[src/rtl/uart_tx_core.sv]
// 8-bit UART transmitter: start bit, LSB-first data, optional parity, 1 or 2 stop bits.
// Define UART_TX_PARITY_EN to compile in the parity bit (sense set by PARITY_ODD).
module uart_tx_core #(
  parameter int CLKS_PER_BIT = 434,
  parameter int STOP_BITS    = 1,
  parameter int PARITY_ODD   = 0
) (
  input  logic       CLK,
  input  logic       RESET,
  input  logic [7:0] DATA,
  input  logic       VALID,
  output logic       READY,
  output logic       TXD,
  output logic       BUSY,
  output logic       DONE
);

  localparam int BAUD_W = $clog2(CLKS_PER_BIT);
  localparam logic [BAUD_W-1:0] BAUD_LAST = BAUD_W'(CLKS_PER_BIT - 1);
  localparam logic [2:0]        STOP_LAST = 3'(STOP_BITS - 1);

  if (CLKS_PER_BIT < 2 || STOP_BITS < 1 || STOP_BITS > 2 || PARITY_ODD < 0 || PARITY_ODD > 1)
  begin : g_param_check
    $error("uart_tx_core: illegal parameter value");
  end

`ifdef UART_TX_PARITY_EN
  typedef enum logic [2:0] {
    ST_IDLE   = 3'd0,
    ST_START  = 3'd1,
    ST_DATA   = 3'd2,
    ST_PARITY = 3'd3,
    ST_STOP   = 3'd4
  } state_t;
`else
  typedef enum logic [2:0] {
    ST_IDLE   = 3'd0,
    ST_START  = 3'd1,
    ST_DATA   = 3'd2,
    ST_STOP   = 3'd4
  } state_t;
`endif

  state_t              state, state_n;
  logic [BAUD_W-1:0]   baud_cnt, baud_n;
  logic [2:0]          bit_cnt, bit_n;
  logic [7:0]          shift_reg, shift_n;
  logic                txd_n, ready_n, done_n;
  logic                baud_end;

`ifdef UART_TX_PARITY_EN
  logic                par_bit, par_n;

  // Parity is fixed at acceptance so the shifting data register need not be tracked.
  function automatic logic parity_of(input logic [7:0] b);
    return (^b) ^ 1'(PARITY_ODD);
  endfunction
`endif

  assign baud_end = (baud_cnt == BAUD_LAST);

  always_comb begin
    state_n = state;
    baud_n  = baud_cnt;
    bit_n   = bit_cnt;
    shift_n = shift_reg;
    txd_n   = TXD;
    ready_n = READY;
    done_n  = 1'b0;
`ifdef UART_TX_PARITY_EN
    par_n   = par_bit;
`endif
    case (state)
      ST_IDLE: begin
        txd_n   = 1'b1;
        ready_n = 1'b1;
        if (VALID && READY) begin
          shift_n = DATA;
          baud_n  = '0;
          bit_n   = '0;
          state_n = ST_START;
          txd_n   = 1'b0;
          ready_n = 1'b0;
`ifdef UART_TX_PARITY_EN
          par_n   = parity_of(DATA);
`endif
        end
      end
      ST_START: begin
        if (baud_end) begin
          baud_n  = '0;
          state_n = ST_DATA;
          txd_n   = shift_reg[0];
        end else begin
          baud_n  = baud_cnt + 1'b1;
        end
      end
      ST_DATA: begin
        if (baud_end) begin
          baud_n  = '0;
          shift_n = {1'b0, shift_reg[7:1]};
          if (bit_cnt == 3'd7) begin
            bit_n   = '0;
`ifdef UART_TX_PARITY_EN
            state_n = ST_PARITY;
            txd_n   = par_bit;
`else
            state_n = ST_STOP;
            txd_n   = 1'b1;
`endif
          end else begin
            bit_n   = bit_cnt + 3'd1;
            txd_n   = shift_reg[1];
          end
        end else begin
          baud_n  = baud_cnt + 1'b1;
        end
      end
`ifdef UART_TX_PARITY_EN
      ST_PARITY: begin
        if (baud_end) begin
          baud_n  = '0;
          state_n = ST_STOP;
          txd_n   = 1'b1;
        end else begin
          baud_n  = baud_cnt + 1'b1;
        end
      end
`endif
      ST_STOP: begin
        txd_n = 1'b1;
        if (baud_end) begin
          baud_n = '0;
          if (bit_cnt == STOP_LAST) begin
            bit_n   = '0;
            state_n = ST_IDLE;
            ready_n = 1'b1;
            done_n  = 1'b1;
          end else begin
            bit_n   = bit_cnt + 3'd1;
          end
        end else begin
          baud_n = baud_cnt + 1'b1;
        end
      end
      default: begin
        state_n = ST_IDLE;
        baud_n  = '0;
        bit_n   = '0;
        txd_n   = 1'b1;
        ready_n = 1'b1;
      end
    endcase
  end

  // All outputs come straight from flops; BUSY is kept as a separate copy of ~READY.
  always_ff @(posedge CLK or negedge RESET) begin
    if (!RESET) begin
      state     <= ST_IDLE;
      baud_cnt  <= '0;
      bit_cnt   <= '0;
      shift_reg <= '0;
      TXD       <= 1'b1;
      READY     <= 1'b1;
      BUSY      <= 1'b0;
      DONE      <= 1'b0;
    end else begin
      state     <= state_n;
      baud_cnt  <= baud_n;
      bit_cnt   <= bit_n;
      shift_reg <= shift_n;
      TXD       <= txd_n;
      READY     <= ready_n;
      BUSY      <= ~ready_n;
      DONE      <= done_n;
    end
  end

`ifdef UART_TX_PARITY_EN
  always_ff @(posedge CLK or negedge RESET) begin
    if (!RESET) par_bit <= 1'b0;
    else        par_bit <= par_n;
  end
`endif

endmodule

[config.mk]
export PLATFORM = sky130hd
export DESIGN_NAME = uart_tx_core
export DESIGN_NICKNAME = d
export VERILOG_FILES = /design/src/rtl/uart_tx_core.sv
export SDC_FILE = /design/constraint.sdc
export NUM_CORES = 1
export LEC_CHECK = 0
export ABC_AREA = 1
export CAP_MARGIN = 30
export CORE_UTILIZATION = 40
export CTS_BUF_LIST = sky130_fd_sc_hd__clkbuf_8
export DETAILED_ROUTE_END_ITERATION = 10
export GPL_TIMING_DRIVEN = 0
export PLACE_DENSITY = 0.66
export SLEW_MARGIN = 5
export SYNTH_ARGS = -nofsm -noshare
export SYNTH_HDL_FRONTEND = slang
export SYNTH_SLANG_ARGS = --single-unit
[constraint.sdc]
create_clock -name CLK -period 1.6 [get_ports CLK]
set_input_delay 0.32 -clock CLK [delete_from_list [all_inputs] [get_ports CLK]]
set_output_delay 0.32 -clock CLK [all_outputs]
set_load 0.01 [all_outputs]
==> flow_metrics.env <==
export IMPL_hold_viol=0
export IMPL_ys_ff_latch=27
export IMPL_fmax_ghz=0.676
export IMPL_hpwlAfterDp_um=2280
export IMPL_drive_gt1_frac=0.125
export IMPL_core_area_um2=3720
export IMPL_grt_antenna_before_repair=0
export IMPL_gr_total_overflow=0
export IMPL_cts_root_buf="clkbuf_8"
export IMPL_cp_start_kind="flop"
export IMPL_ant_nets=0
export IMPL_via_per_inst=4.72
export IMPL_finalCriticalPeriod_ns=1.48
export IMPL_grt_total_usage=0.169
export IMPL_htree_levels=1
export IMPL_insertion_delay_ns=0.27
export IMPL_leakagePower_nw=0.996
export IMPL_drt_iter0_drc=77
export IMPL_largest_register_ffs=9
export IMPL_cts_sinks=27
export IMPL_cts_tree="built"
export IMPL_r2r_cells=9
export IMPL_fin_area_um2=1880
export IMPL_grt_max_degree=17
export IMPL_critPathCaptureType="flop"
export IMPL_drt_total_wl_um=3100
export IMPL_p_per_area_nw_per_um2=592
export IMPL_die_area_um2=4210
export IMPL_grt_pass1_wl_um=5600
export IMPL_yosysWarnings=0
export IMPL_final_max_slew_viol_count=0
export IMPL_syn_inst=219
export IMPL_preCtsSetupSlack_ns=-0.0460
export IMPL_wire_per_inst_um=10.7
export IMPL_startpoint="baud_cnt[1]"
export IMPL_postSynthAreaPerCell_um2=7.22
export IMPL_drt_first_pass_iters=4
export IMPL_clk_pin_slew_ns=0.09
export IMPL_finalSetupViolCount=0
export IMPL_hold_buffers=0
export IMPL_place_congestion=0.867
export IMPL_diodes=0
export IMPL_crit_type="reg2reg"
export IMPL_skew_ns=0.00564
export IMPL_io_buffers=14
export IMPL_ys_seq_area_frac=0.429
export IMPL_hold_class="in2async"
export IMPL_vias=1359
export IMPL_placed_cell_area_um2=1810
export IMPL_fin_ws_ns=0.122
export IMPL_fp_row_count=22
export IMPL_period_share=0.924
export IMPL_reg2reg_from="baud_cnt[1]"
export IMPL_num_nets_final=257
export IMPL_num_io_pins=15
export IMPL_cp_data_arrival_time_ns=1.64
export IMPL_area_delta_synth_final_pct=19.0
export IMPL_die_h_um=64.9
export IMPL_start_util=0.425
export IMPL_critPathMaxFanout=6
export IMPL_ir_drop_uv=335
export IMPL_status="completed"
export IMPL_drcViolationCount=0
export IMPL_critPathRequiredTime_ns=1.76
export IMPL_final_cell_mix="92 x nand2_1, 25 x dfrtp_1, 23 x nand3_1"
export IMPL_syn_cell_area_um2=1580
export IMPL_layout_commonest_cell="nand2_1"
export IMPL_max_cap_violations=0
export IMPL_clock_path_buffers=2
export IMPL_worstMarginPinSlew_ns=0.612
export IMPL_dieWidth_um=64.9
export IMPL_cts_buffers=3
export IMPL_synth_distinct_cells=23
export IMPL_grt_pass1_vias=1294
export IMPL_syn_num_nets=235
export IMPL_slew_headroom=0.591
## Yosys cell counts
library cell / number / area, um2
nand2_1: 92 / 345
dfrtp_1: 25 / 626
nand3_1: 23 / 115
inv_1: 17 / 63.8
nor2_1: 15 / 56.3
ha_1: 5 / 62.6
inv_2: 5 / 18.8
nand2_2: 5 / 31.3
nand4_1: 5 / 31.3
nand3_2: 4 / 40.0
nor2_2: 4 / 25.0
o21ai_0: 4 / 20.0
xor2_1: 3 / 26.3
buf_2: 2 / 10.0
dfstp_2: 2 / 52.6
a21boi_1: 1 / 7.51
a21oi_1: 1 / 5.00
buf_4: 1 / 7.51
o21ai_1: 1 / 5.00
o21ai_2: 1 / 8.76
o21bai_1: 1 / 7.51
o22ai_1: 1 / 6.26
xnor2_1: 1 / 8.76
## power by group
group | leakage [nW] | switching (mW) | internal, mW | total, mW
clock network | 0.0269 | 0.205 | 0.172 | 0.377
registers | 0.335 | 0 | 0.682 | 0.682
logic | 0.634 | 0.0225 | 0.0322 | 0.0547
## path summary, 6_finish.rpt
kind	endpoint	slack [ns]
max in group asynchronous	baud_cnt[7]	0.68
setup reg to reg	baud_cnt[2]	0.12
hold reg to reg	shift_reg[6]	0.48
setup / recovery	baud_cnt[2]	0.12
min in group CLK	shift_reg[6]	0.48
hold / removal	BUSY	0.43
## metrics by stage
stage / std cells / TNS [ns] / hold WS [ns] / util / power [mW]
CTS: 286 / 0 / 0.454 / 0.498 / 1.14
finish: 288 / 0 / 0.430 / 0.506 / 1.11
global route: 288 / -0.0716 / 0.467 / 0.506 / 1.17
detailed placement: 282 / -0.0912 / 0.459 / 0.487 / 0.752
floorplan: 219 / 0 / 0.0244 / - / 0.705
global placement: 281 / -5.72 / 0.457 / 0.479 / 0.744
## timing repair
action	4_1_cts	5_1_grt
pin swaps	0	1
hold endpoints to repair	0	0
buffers inserted	0	2
setup endpoints to repair	2	12
resized for setup	2	3
cloned	0	0
## cells by family after synthesis
kind of cell | synth area share
buffers and inverters | 0.0633
xor gates and xnor gates | 0.0222
adders and majority gates | 0.0396
AOI/OAI and AO/OA | 0.0380
DFF | 0.429
and+or+nand+nor | 0.408
## worst max-delay path, stage by stage, from the launching register on
cell and delay [ns]:
dfrtp_1 0.40, inv_1 0.08, ha_1 0.15, nand2_1 0.05, nor2_1 0.12, nand2_2 0.16, nand2_4 0.14, inv_2 0.05
nor2_2 0.16, nor2_1 0.06
## layout make-up
class / count / area, um2
fill: 381 / 1840
clock inverter: 1 / 3.75
inverter: 22 / 82.6
tap: 48 / 60.1
multi-input combinational: 167 / 817
timing repair buffer: 17 / 180
clock buffer: 3 / 41.3
buffer: 3 / 17.5
sequential: 27 / 678
## layer usage
metal | GRT usage | vias up | share of wire
met5 | 0 | - | 0
met4 | 0.0472 | 0 | 0.0061
met3 | 0.0264 | 2 | 0.027
met2 | 0.263 | 19 | 0.46
met1 | 0.241 | 609 | 0.50
li1 | - | 729 | -
Power figures use the tool's default switching activity.
